$ cat config.mk
export PLATFORM = sky130hd
export DESIGN_NAME = rp8_io_master_flat
export DESIGN_NICKNAME = d
export VERILOG_FILES = /design/src/rtl/rp8_io_master_if.sv /design/src/rtl/rp8_io_master.sv /design/src/flat_wrapper.sv
export SDC_FILE = /design/constraint.sdc
export NUM_CORES = 1
export LEC_CHECK = 0
export CAP_MARGIN = 0
export CELL_PAD_IN_SITES_DETAIL_PLACEMENT = 1
export CELL_PAD_IN_SITES_GLOBAL_PLACEMENT = 1
export CORE_ASPECT_RATIO = 0.9
export CORE_UTILIZATION = 38
export DETAILED_ROUTE_END_ITERATION = 16
export DONT_BUFFER_PORTS = 1
export HOLD_SLACK_MARGIN = 0.08
export PLACE_DENSITY_LB_ADDON = 0.1
export SYNTH_ARGS = -nofsm -noshare
export SYNTH_HDL_FRONTEND = slang
export SYNTH_SLANG_ARGS = --single-unit
$ cat constraint.sdc
create_clock -name clk -period 1.7 [get_ports clk]
set_input_delay 0.255 -clock clk [delete_from_list [all_inputs] [get_ports clk]]
set_output_delay 0.255 -clock clk [all_outputs]
set_load 0.03 [all_outputs]
$ cat src/rtl/rp8_io_master_if.sv
`default_nettype none
// ============================================================================
// Module      : rp8_io_master_if
// Description : Request/response and peripheral strobe bundle for rp8_io_master.
// Revision    : 1.0 - initial release
// ============================================================================
interface rp8_io_master_if #(
    parameter int NRG = 3
);
    logic           req_vld;
    logic           req_rdy;
    logic           req_we;
    logic [5:0]     req_adr;
    logic [7:0]     req_wdt;
    logic           rsp_vld;
    logic           rsp_rdy;
    logic [7:0]     rsp_rdt;
    logic           rsp_err;
    logic [NRG-1:0] io_re;
    logic [NRG-1:0] io_we;
    logic [7:0]     io_dw;
    logic [7:0]     io_dr;

    modport master (
        input  req_vld, req_we, req_adr, req_wdt, rsp_rdy, io_dr,
        output req_rdy, rsp_vld, rsp_rdt, rsp_err, io_re, io_we, io_dw
    );

    modport slave (
        output req_vld, req_we, req_adr, req_wdt, rsp_rdy, io_dr,
        input  req_rdy, rsp_vld, rsp_rdt, rsp_err, io_re, io_we, io_dw
    );
endinterface
`default_nettype wire

$ cat src/rtl/rp8_io_master.sv
`default_nettype none
// ============================================================================
// Module      : rp8_io_master
// Description : rp8 I/O bus initiator; one request -> one-hot io_re/io_we strobe.
// Revision    : 1.0 - initial release
// ============================================================================
module rp8_io_master #(
    parameter int         NRG  = 3,
    parameter logic [5:0] ADR  = 6'h00,
    parameter int         WAIT = 0
) (
    input  wire logic           clk,
    input  wire logic           rst,
    rp8_io_master_if.master     bus
);

    typedef enum logic [1:0] {
        S_IDLE = 2'd0,
        S_STRB = 2'd1,
        S_WAIT = 2'd2,
        S_RESP = 2'd3
    } state_t;

    localparam logic [3:0] c_wait_ld = (WAIT > 0) ? 4'(WAIT - 1) : 4'd0;
    localparam logic [6:0] c_nrg     = 7'(NRG);

    state_t         r_state;
    state_t         w_state_nxt;
    logic           r_we;
    logic [2:0]     r_off;
    logic [7:0]     r_wdt;
    logic [7:0]     r_rdt;
    logic           r_err;
    logic [3:0]     r_cnt;

    logic [6:0]     w_off;
    logic           w_hit;
    logic           w_acc;
    logic [NRG-1:0] w_onehot;

    // 7-bit subtraction: addresses below ADR become large and never match
    assign w_off = {1'b0, bus.req_adr} - {1'b0, ADR};
    assign w_hit = (w_off < c_nrg);
    assign w_acc = bus.req_vld && (r_state == S_IDLE);

    always_comb begin
        w_onehot = '0;
        for (int i = 0; i < NRG; i++) begin
            w_onehot[i] = (r_off == 3'(i));
        end
    end

    always_ff @(posedge clk) begin
        if (rst) begin
            r_state <= S_IDLE;
        end else begin
            r_state <= w_state_nxt;
        end
    end

    always_comb begin
        w_state_nxt = r_state;
        case (r_state)
            S_IDLE: begin
                if (w_acc) begin
                    w_state_nxt = w_hit ? S_STRB : S_RESP;
                end
            end
            S_STRB: begin
                w_state_nxt = (WAIT > 0) ? S_WAIT : S_RESP;
            end
            S_WAIT: begin
                if (r_cnt == 4'd0) begin
                    w_state_nxt = S_RESP;
                end
            end
            S_RESP: begin
                if (bus.rsp_rdy) begin
                    w_state_nxt = S_IDLE;
                end
            end
            default: w_state_nxt = S_IDLE;
        endcase
    end

    always_ff @(posedge clk) begin
        if (rst) begin
            r_we  <= 1'b0;
            r_off <= 3'd0;
            r_wdt <= 8'h00;
            r_rdt <= 8'h00;
            r_err <= 1'b0;
            r_cnt <= 4'd0;
        end else begin
            if (w_acc) begin
                r_we  <= bus.req_we;
                r_off <= w_off[2:0];
                r_wdt <= bus.req_wdt;
                r_rdt <= 8'h00;
                r_err <= ~w_hit;
            end
            // io_dr is only trusted during a read strobe
            if ((r_state == S_STRB) && !r_we) begin
                r_rdt <= bus.io_dr;
            end
            if (r_state == S_STRB) begin
                r_cnt <= c_wait_ld;
            end else if ((r_state == S_WAIT) && (r_cnt != 4'd0)) begin
                r_cnt <= r_cnt - 4'd1;
            end
        end
    end

    assign bus.req_rdy = (r_state == S_IDLE);
    assign bus.rsp_vld = (r_state == S_RESP);
    assign bus.rsp_rdt = r_rdt;
    assign bus.rsp_err = r_err;
    assign bus.io_re   = ((r_state == S_STRB) && !r_we) ? w_onehot : '0;
    assign bus.io_we   = ((r_state == S_STRB) &&  r_we) ? w_onehot : '0;
    assign bus.io_dw   = ((r_state == S_STRB) &&  r_we) ? r_wdt    : 8'h00;

endmodule
`default_nettype wire

$ cat src/flat_wrapper.sv
// flat-port wrapper written by rule: the top's interface ports become plain ports
module rp8_io_master_flat 
#(
    parameter int         NRG  = 3,
    parameter logic [5:0] ADR  = 6'h00,
    parameter int         WAIT = 0
)
  (clk, rst, bus_req_vld, bus_req_we, bus_req_adr, bus_req_wdt, bus_rsp_rdy, bus_io_dr, bus_req_rdy, bus_rsp_vld, bus_rsp_rdt, bus_rsp_err, bus_io_re, bus_io_we, bus_io_dw);
  rp8_io_master_if #(.NRG(NRG)) bus_i ();
  input  wire logic clk;
  input  wire logic rst;
  input wire logic [$bits(bus_i.req_vld)-1:0] bus_req_vld;
  input wire logic [$bits(bus_i.req_we)-1:0] bus_req_we;
  input wire logic [$bits(bus_i.req_adr)-1:0] bus_req_adr;
  input wire logic [$bits(bus_i.req_wdt)-1:0] bus_req_wdt;
  input wire logic [$bits(bus_i.rsp_rdy)-1:0] bus_rsp_rdy;
  input wire logic [$bits(bus_i.io_dr)-1:0] bus_io_dr;
  output wire logic [$bits(bus_i.req_rdy)-1:0] bus_req_rdy;
  output wire logic [$bits(bus_i.rsp_vld)-1:0] bus_rsp_vld;
  output wire logic [$bits(bus_i.rsp_rdt)-1:0] bus_rsp_rdt;
  output wire logic [$bits(bus_i.rsp_err)-1:0] bus_rsp_err;
  output wire logic [$bits(bus_i.io_re)-1:0] bus_io_re;
  output wire logic [$bits(bus_i.io_we)-1:0] bus_io_we;
  output wire logic [$bits(bus_i.io_dw)-1:0] bus_io_dw;
  assign bus_i.req_vld = bus_req_vld;
  assign bus_i.req_we = bus_req_we;
  assign bus_i.req_adr = bus_req_adr;
  assign bus_i.req_wdt = bus_req_wdt;
  assign bus_i.rsp_rdy = bus_rsp_rdy;
  assign bus_i.io_dr = bus_io_dr;
  assign bus_req_rdy = bus_i.req_rdy;
  assign bus_rsp_vld = bus_i.rsp_vld;
  assign bus_rsp_rdt = bus_i.rsp_rdt;
  assign bus_rsp_err = bus_i.rsp_err;
  assign bus_io_re = bus_i.io_re;
  assign bus_io_we = bus_i.io_we;
  assign bus_io_dw = bus_i.io_dw;
  rp8_io_master #(.NRG(NRG), .ADR(ADR), .WAIT(WAIT)) u_core (.clk(clk), .rst(rst), .bus(bus_i));
endmodule
==> results of run 1 <==
==> power by group through the flow <==
stage | Combinational [mW] | Sequential, mW | Clock [mW]
after global routing | 1.09 | 0.950 | 0.321
after detailed placement | 0.717 | 0.934 | 0
after global placement | 0.683 | 0.924 | 0
after floorplan | 0.513 | 0.903 | 0
final | 1.02 | 0.939 | 0.286
after CTS | 0.924 | 0.929 | 0.289
==> worst max path at each step <==
| stage | start | end | slack [ns] | depth (start not counted) |
|---|---|---|---|---|
| floorplan | u_core.r_cnt[1] | u_core.r_state[0] | -0.1 | 6 |
| global placement | u_core.r_cnt[1] | u_core.r_state[0] | 0.03 | 5 |
| detailed placement | u_core.r_state[1] | u_core.bus.rsp_rdt[5] | -0.10 | 6 |
| CTS | u_core.r_state[1] | bus_io_we[0] | -0.03 | 5 |
| global route | u_core.r_cnt[1] | u_core.r_state[0] | -0.19 | 5 |
| finish | u_core.r_state[1] | bus_io_re[0] | -0.04 | 6 |
==> cell type report <==
type | instances | share of cell area, %
multi-input cells | 114 | 40.9
inverters | 7 | 1.53
well taps | 42 | 2.80
clock inverters | 1 | 0.266
flip-flops and latches | 27 | 29.7
clock buffers | 3 | 1.20
repair buffers | 47 | 23.6
==> worst max-delay path, delay by kind of cell (launching register included) <==
kind	cells	cell delay, ns
buffers and inverters	3	0.35
AND/OR/NAND/NOR	2	0.25
flip-flops	1	0.38
adder cells (fa/ha/maj)	1	0.18
==> flip-flops by register name (all words and copies together) (netlist names) <==
name                cells
u_core.bus.rsp_rdt      8
u_core.r_wdt            8
u_core.r_cnt            4
u_core.r_off            3
u_core.r_state          2
u_core.bus.rsp_err      1
u_core.r_we             1
==> cell families (layout without fill, tap and decap cells) <==
logic type,Yosys count,after routing,synth area share [%]
and+or+nand+nor,75,75,27.6
AOI/OAI and AO/OA,30,30,14.7
DFF,27,27,43.4
buffers and inverters,19,58,5.83
adders and majority gates,6,6,6.03
muxes,2,2,1.71
xor gates and xnor gates,1,1,0.704
==> layer usage <==
layer | share of wire (%) | track usage, % | routed length, um | up-vias
met5 | 0 | 0 | 0 | -
met4 | 2.1 | 4.65 | 93 | 0
met3 | 4.5 | 5.89 | 199 | 8
met2 | 55 | 45.2 | 2450 | 48
met1 | 39 | 24.5 | 1720 | 639
li1 | - | - | - | 615
==> placed cells by master (no fill, tap or decap), drive strengths merged, types with 6 or more instances in the layout <==
master       instances
dlygate4sd3         23
nand2               36
inv                  7
nand3                9
a21oi               22
nor2                11
and3                 8
dfxtp               27
buf                 24
ha                   6
==> timing repair <==
| item | 4_1_cts | 5_1_grt |
|---|---|---|
| buffers inserted | 9 | 1 |
| hold buffers | 22 | 1 |
| pin swaps | 5 | 3 |
| gates resized for setup | 31 | 23 |
| endpoints found under the setup margin | 24 | 35 |
| endpoints found under the hold margin | 21 | 1 |
==> results_dict.tcl, run 1 <==
set metrics [dict create \
    portBuffers 0 \
    seq_area_frac_synth_pct 43.4 \
    switching_share_pct 43.2 \
    worstHoldStart "rst" \
    core_area_um2 3090 \
    multi_input_area_um2 768 \
    ys_ff_latch 27 \
    place_congestion 0.680 \
    place_ws_ns -0.102 \
    path_class "flip-flop to output port" \
    detail_route.first_pass.iterations 4 \
    syn-num-nets 193 \
    fillerInstances 364 \
    clk_pin_slew_worst_paths_ns 0.15 \
    area_growth_pct 51.0 \
    finClkSkew_ns 0.00510 \
    grt_usage_pct 23.0 \
    regToRegSetupSlack_ns -0.03 \
    slew_violations 0 \
    synth_area_per_cell_um2 7.78 \
    grt_first_pass_wirelength_um 6200 \
    powerDensity_nw_per_um2 1200 \
    hold_path_class "primary input to flip-flop" \
    drtIter0Drc 26 \
    dpl-instance-area_um2 1390 \
    holdWs_ns 0.137 \
    utilization_pct 60.8 \
    netlist_area_um2 1240 \
    clock_sinks 27 \
    crit_path_max_incr_delay_ns 0.38 \
    violations "negative setup slack" \
    leakagePower_nw 0.742 \
    path_max_fanout 4 \
    grt_pass1_vias 1366 \
    dieArea_um2 3510 \
    cts_made_buffers 3 \
    ys_warn_count 0 \
    fp.dieW_um 62.3 \
    synth_most_common_cell "nand2_1" \
    yosys.area.top_type "dfxtp_1" \
    async_flop_share_pct 0 \
    cp_cell_sequence "inv_4 > ha_4 > buf_6 > nand2b_4 > nor4_4 > buf_6" \
    ff2ff_path_depth 5 \
    wl_per_cell_um 18.5 \
    power_frac_seq_pct 41.8 \
    cts_tree "done" \
    worstPathRequired_ns 1.44 \
    antenna_cells 0 \
    fin_nets 233 \
    crit_arrival_ns 1.49 \
    internal-power_mw 1.28 \
    worstReg2RegStart "u_core.r_cnt[0]" \
    stdcell_count 241 \
    drt_wl_total_um 4460 \
    whs_path_depth 2 \
    netlist_instances 160 \
    ys_top_cells_by_area "dfxtp_1 43%, nand2_1 11%, a21oi_1 8.8%, ha_1 6.0%, and3_1 4.0%" \
    place_inst 205 \
    final_design_area_no_fill_um2 1880 \
    irDropWorstVdd_mv 0.888 \
    hold_viol 0 \
    ios 52 \
    vias_per_cell 5.44 \
    rows 19 \
    antenna_found_initial 0 \
    hpwl_um 2410 \
    cpMostUsedCell "buf_6" \
    p_comb_share_pct 45.5 \
    die_h_um 56.3 \
    crit_slowest_cell "dfxtp_4" \
    cts_max_level 1 \
    setup_viol_count_final 2 \
    synth_common_cells "36 x nand2_1, 27 x dfxtp_1, 22 x a21oi_1" \
    max_slew.worst_pin.slew_ns 0.845 \
    status "finished, violations left" \
    netSwitchingPower_uw 970 \
    root_buffer "clkbuf_4" \
    drive_above_1_share_pct 33.2 \
    synth_cell_types 28 \
    start_kind "flip-flop" \
    ys.flop_type "dfxtp_1" \
    power_mw 2.25 \
    max_freq_mhz 574 \
    vias 1310 \
    register_area_um2 558 \
    worst_setup_path_end_kind "output port" \
    tns_ns -0.0748 \
    synth-edff-count 0 \
    rr_endpoint "u_core.r_state[0]" \
    fin_ws_ns -0.0425 \
    slew_headroom_pct 43.5 \
    cap_violations 0 \
    clockBufferDepth 2 \
    fin_crit_sh_pct 103 \
    hold_end "u_core.r_cnt[2]" \
    grt_max_degree 22 \
    synth_top_area_share_pct 43.4 \
    period_minus_slack_ns 1.74 \
    initial_utilization_pct 40.3 \
    grt-ovfl-total 0 \
    drcViolationCount 0 \
    antenna_left 0 \
    p_clk_share_pct 12.7 \
    rsz0062_at_grt "yes" \
    clkLatencyLatePin_ns 0.33 \
]
Note: power is estimated with default switching activity, not from simulation.
==> run 2, diff against run 1 <==
--- a/config.mk
+++ b/config.mk
@@ -9,7 +9,8 @@
 export CELL_PAD_IN_SITES_DETAIL_PLACEMENT = 1
 export CELL_PAD_IN_SITES_GLOBAL_PLACEMENT = 1
 export CORE_ASPECT_RATIO = 0.9
-export CORE_UTILIZATION = 38
+export CORE_UTILIZATION = 40
+export CTS_BUF_LIST = sky130_fd_sc_hd__clkbuf_4
 export DETAILED_ROUTE_END_ITERATION = 16
 export DONT_BUFFER_PORTS = 1
 export HOLD_SLACK_MARGIN = 0.08
==> results_dict.tcl, run 2 (same netlist as run 1, synthesis figures left out) <==
set metrics [dict create \
    crit_arrival_ns 1.96 \
    slew_violations 0 \
    area_growth_pct 42.4 \
    vias 1254 \
    power_mw 2.15 \
    place_ws_ns -0.0405 \
    register_area_um2 554 \
    cap_violations 0 \
    crit_path_max_incr_delay_ns 0.39 \
    drt_wl_total_um 3860 \
    max_slew.worst_pin.slew_ns 0.859 \
    crit_slowest_cell "mux2_2" \
    fin_ws_ns -0.0321 \
    worstPathRequired_ns 1.93 \
    place_congestion 0.746 \
    violations "negative setup slack" \
    die_h_um 54.9 \
    fin_nets 231 \
    max_freq_mhz 577 \
    drtIter0Drc 42 \
    portBuffers 0 \
    setup_viol_count_final 2 \
    cts_tree "done" \
    fp.dieW_um 60.8 \
    path_max_fanout 2 \
    rsz0062_at_grt "yes" \
    mostFrequentLayoutCell "nand2_1" \
    core_area_um2 2860 \
    antenna_found_initial 0 \
    hold_path_class "primary input to flip-flop" \
    finClkSkew_ns 0.00386 \
    period_minus_slack_ns 1.73 \
    clock_sinks 27 \
    antenna_left 0 \
    worst_setup_path_end_kind "flip-flop" \
    place_inst 206 \
    antenna_cells 0 \
    stdcell_count 237 \
    slew_headroom_pct 42.5 \
    leakagePower_nw 0.713 \
    clockBufferDepth 2 \
    final_cell_mix "35 x nand2_1, 22 x a21oi_1, 21 x dlygate4sd3_1" \
    path_class "flip-flop to flip-flop" \
    powerDensity_nw_per_um2 1210 \
    grt_max_degree 22 \
    grt-ovfl-total 0 \
    status "finished, violations left" \
    clkLatencyLatePin_ns 0.32 \
    crit_buf_inv 1 \
    wl_per_cell_um 16.3 \
    initial_utilization_pct 43.5 \
    ios 52 \
    detail_route.first_pass.iterations 4 \
    cts_max_level 1 \
    hold_viol 0 \
    rows 18 \
    fillerInstances 341 \
    hpwl_um 2470 \
    vias_per_cell 5.29 \
    start_kind "flip-flop" \
    clk_pin_slew_worst_paths_ns 0.14 \
    fin_crit_sh_pct 102 \
    root_buffer "clkbuf_4" \
    utilization_pct 62.0 \
    holdWs_ns 0.132 \
    grt_usage_pct 23.5 \
    drive_above_1_share_pct 31.0 \
    grt_pass1_vias 1273 \
    drcViolationCount 0 \
    irDropWorstVdd_mv 0.681 \
    multi_input_area_um2 707 \
    dieArea_um2 3340 \
    cp_cell_sequence "inv_2 > ha_4 > or3b_4 > a222oi_1 > mux2_2" \
    cts_made_buffers 3 \
    grt_first_pass_wirelength_um 5670 \
    cp_top_family "multiplexers" \
]
==> run 2: cell types whose count changed in the layout (fill, tap and decap cells not counted), moves of 3 or more <==
cell and change:
nor2_4 -4, and3_4 -3, buf_6 -5, buf_4 +5, and3_2 +3
==> run 2: cell type report <==
| class | count | area share (%) |
|---|---|---|
| clock buffer | 4 | 1.69 |
| inverter | 7 | 1.48 |
| multi-input combinational | 114 | 39.9 |
| sequential | 27 | 31.3 |
| tap | 40 | 2.82 |
| timing repair buffer | 45 | 22.9 |
==> run 2: final timing paths <==
path	end	cells after the start	start	slack [ns]
worst max-delay path	u_core.r_state[0]	5	u_core.r_cnt[0]	-0.03
worst min register to register	u_core.r_wdt[2]	2	u_core.r_wdt[2]	0.47
worst min-delay path	u_core.bus.rsp_err	2	bus_req_adr[0]	0.13
worst max register to register	u_core.r_state[0]	5	u_core.r_cnt[0]	-0.03
==> run 2: per-stage QoR <==
step	TNS (ns)	instance area, um^2
after floorplan	-0.0959	1270
after global placement	0	1410
after detailed placement	-0.0412	1410
after CTS	-0.0228	1730
after global routing	-0.642	1770
final	-0.0510	1770
==> run 2: layer usage <==
metal / wire [um] / vias up / track usage (%) / share of wire, %
li1: - / 610 / - / -
met1: 1590 / 609 / 25.1 / 41
met2: 2100 / 33 / 48.0 / 54
met3: 161 / 2 / 5.81 / 4.2
met4: 13 / 0 / 2.27 / 0.34
met5: 0 / - / 0 / 0
==> run 2: worst register-to-register path, stage by stage (launching register included) <==
cell      delay (ns)
dfxtp_2         0.36
inv_2           0.07
ha_4            0.13
or3b_4          0.37
a222oi_1        0.31
mux2_2          0.39
==> run 2: timing repair <==
item | CTS | global route
endpoints found under the hold margin | 21 | 0
resized for setup | 22 | 9
endpoints found under the setup margin | 16 | 16
pin swaps | 3 | 1
hold buffers | 21 | 0
setup buffers | 4 | 2
==> run 2: report_power, final <==
part           internal (mW)  switching (mW)
registers              0.746           0.165
clock network          0.108           0.189
logic                  0.400           0.537
total                   1.25           0.891
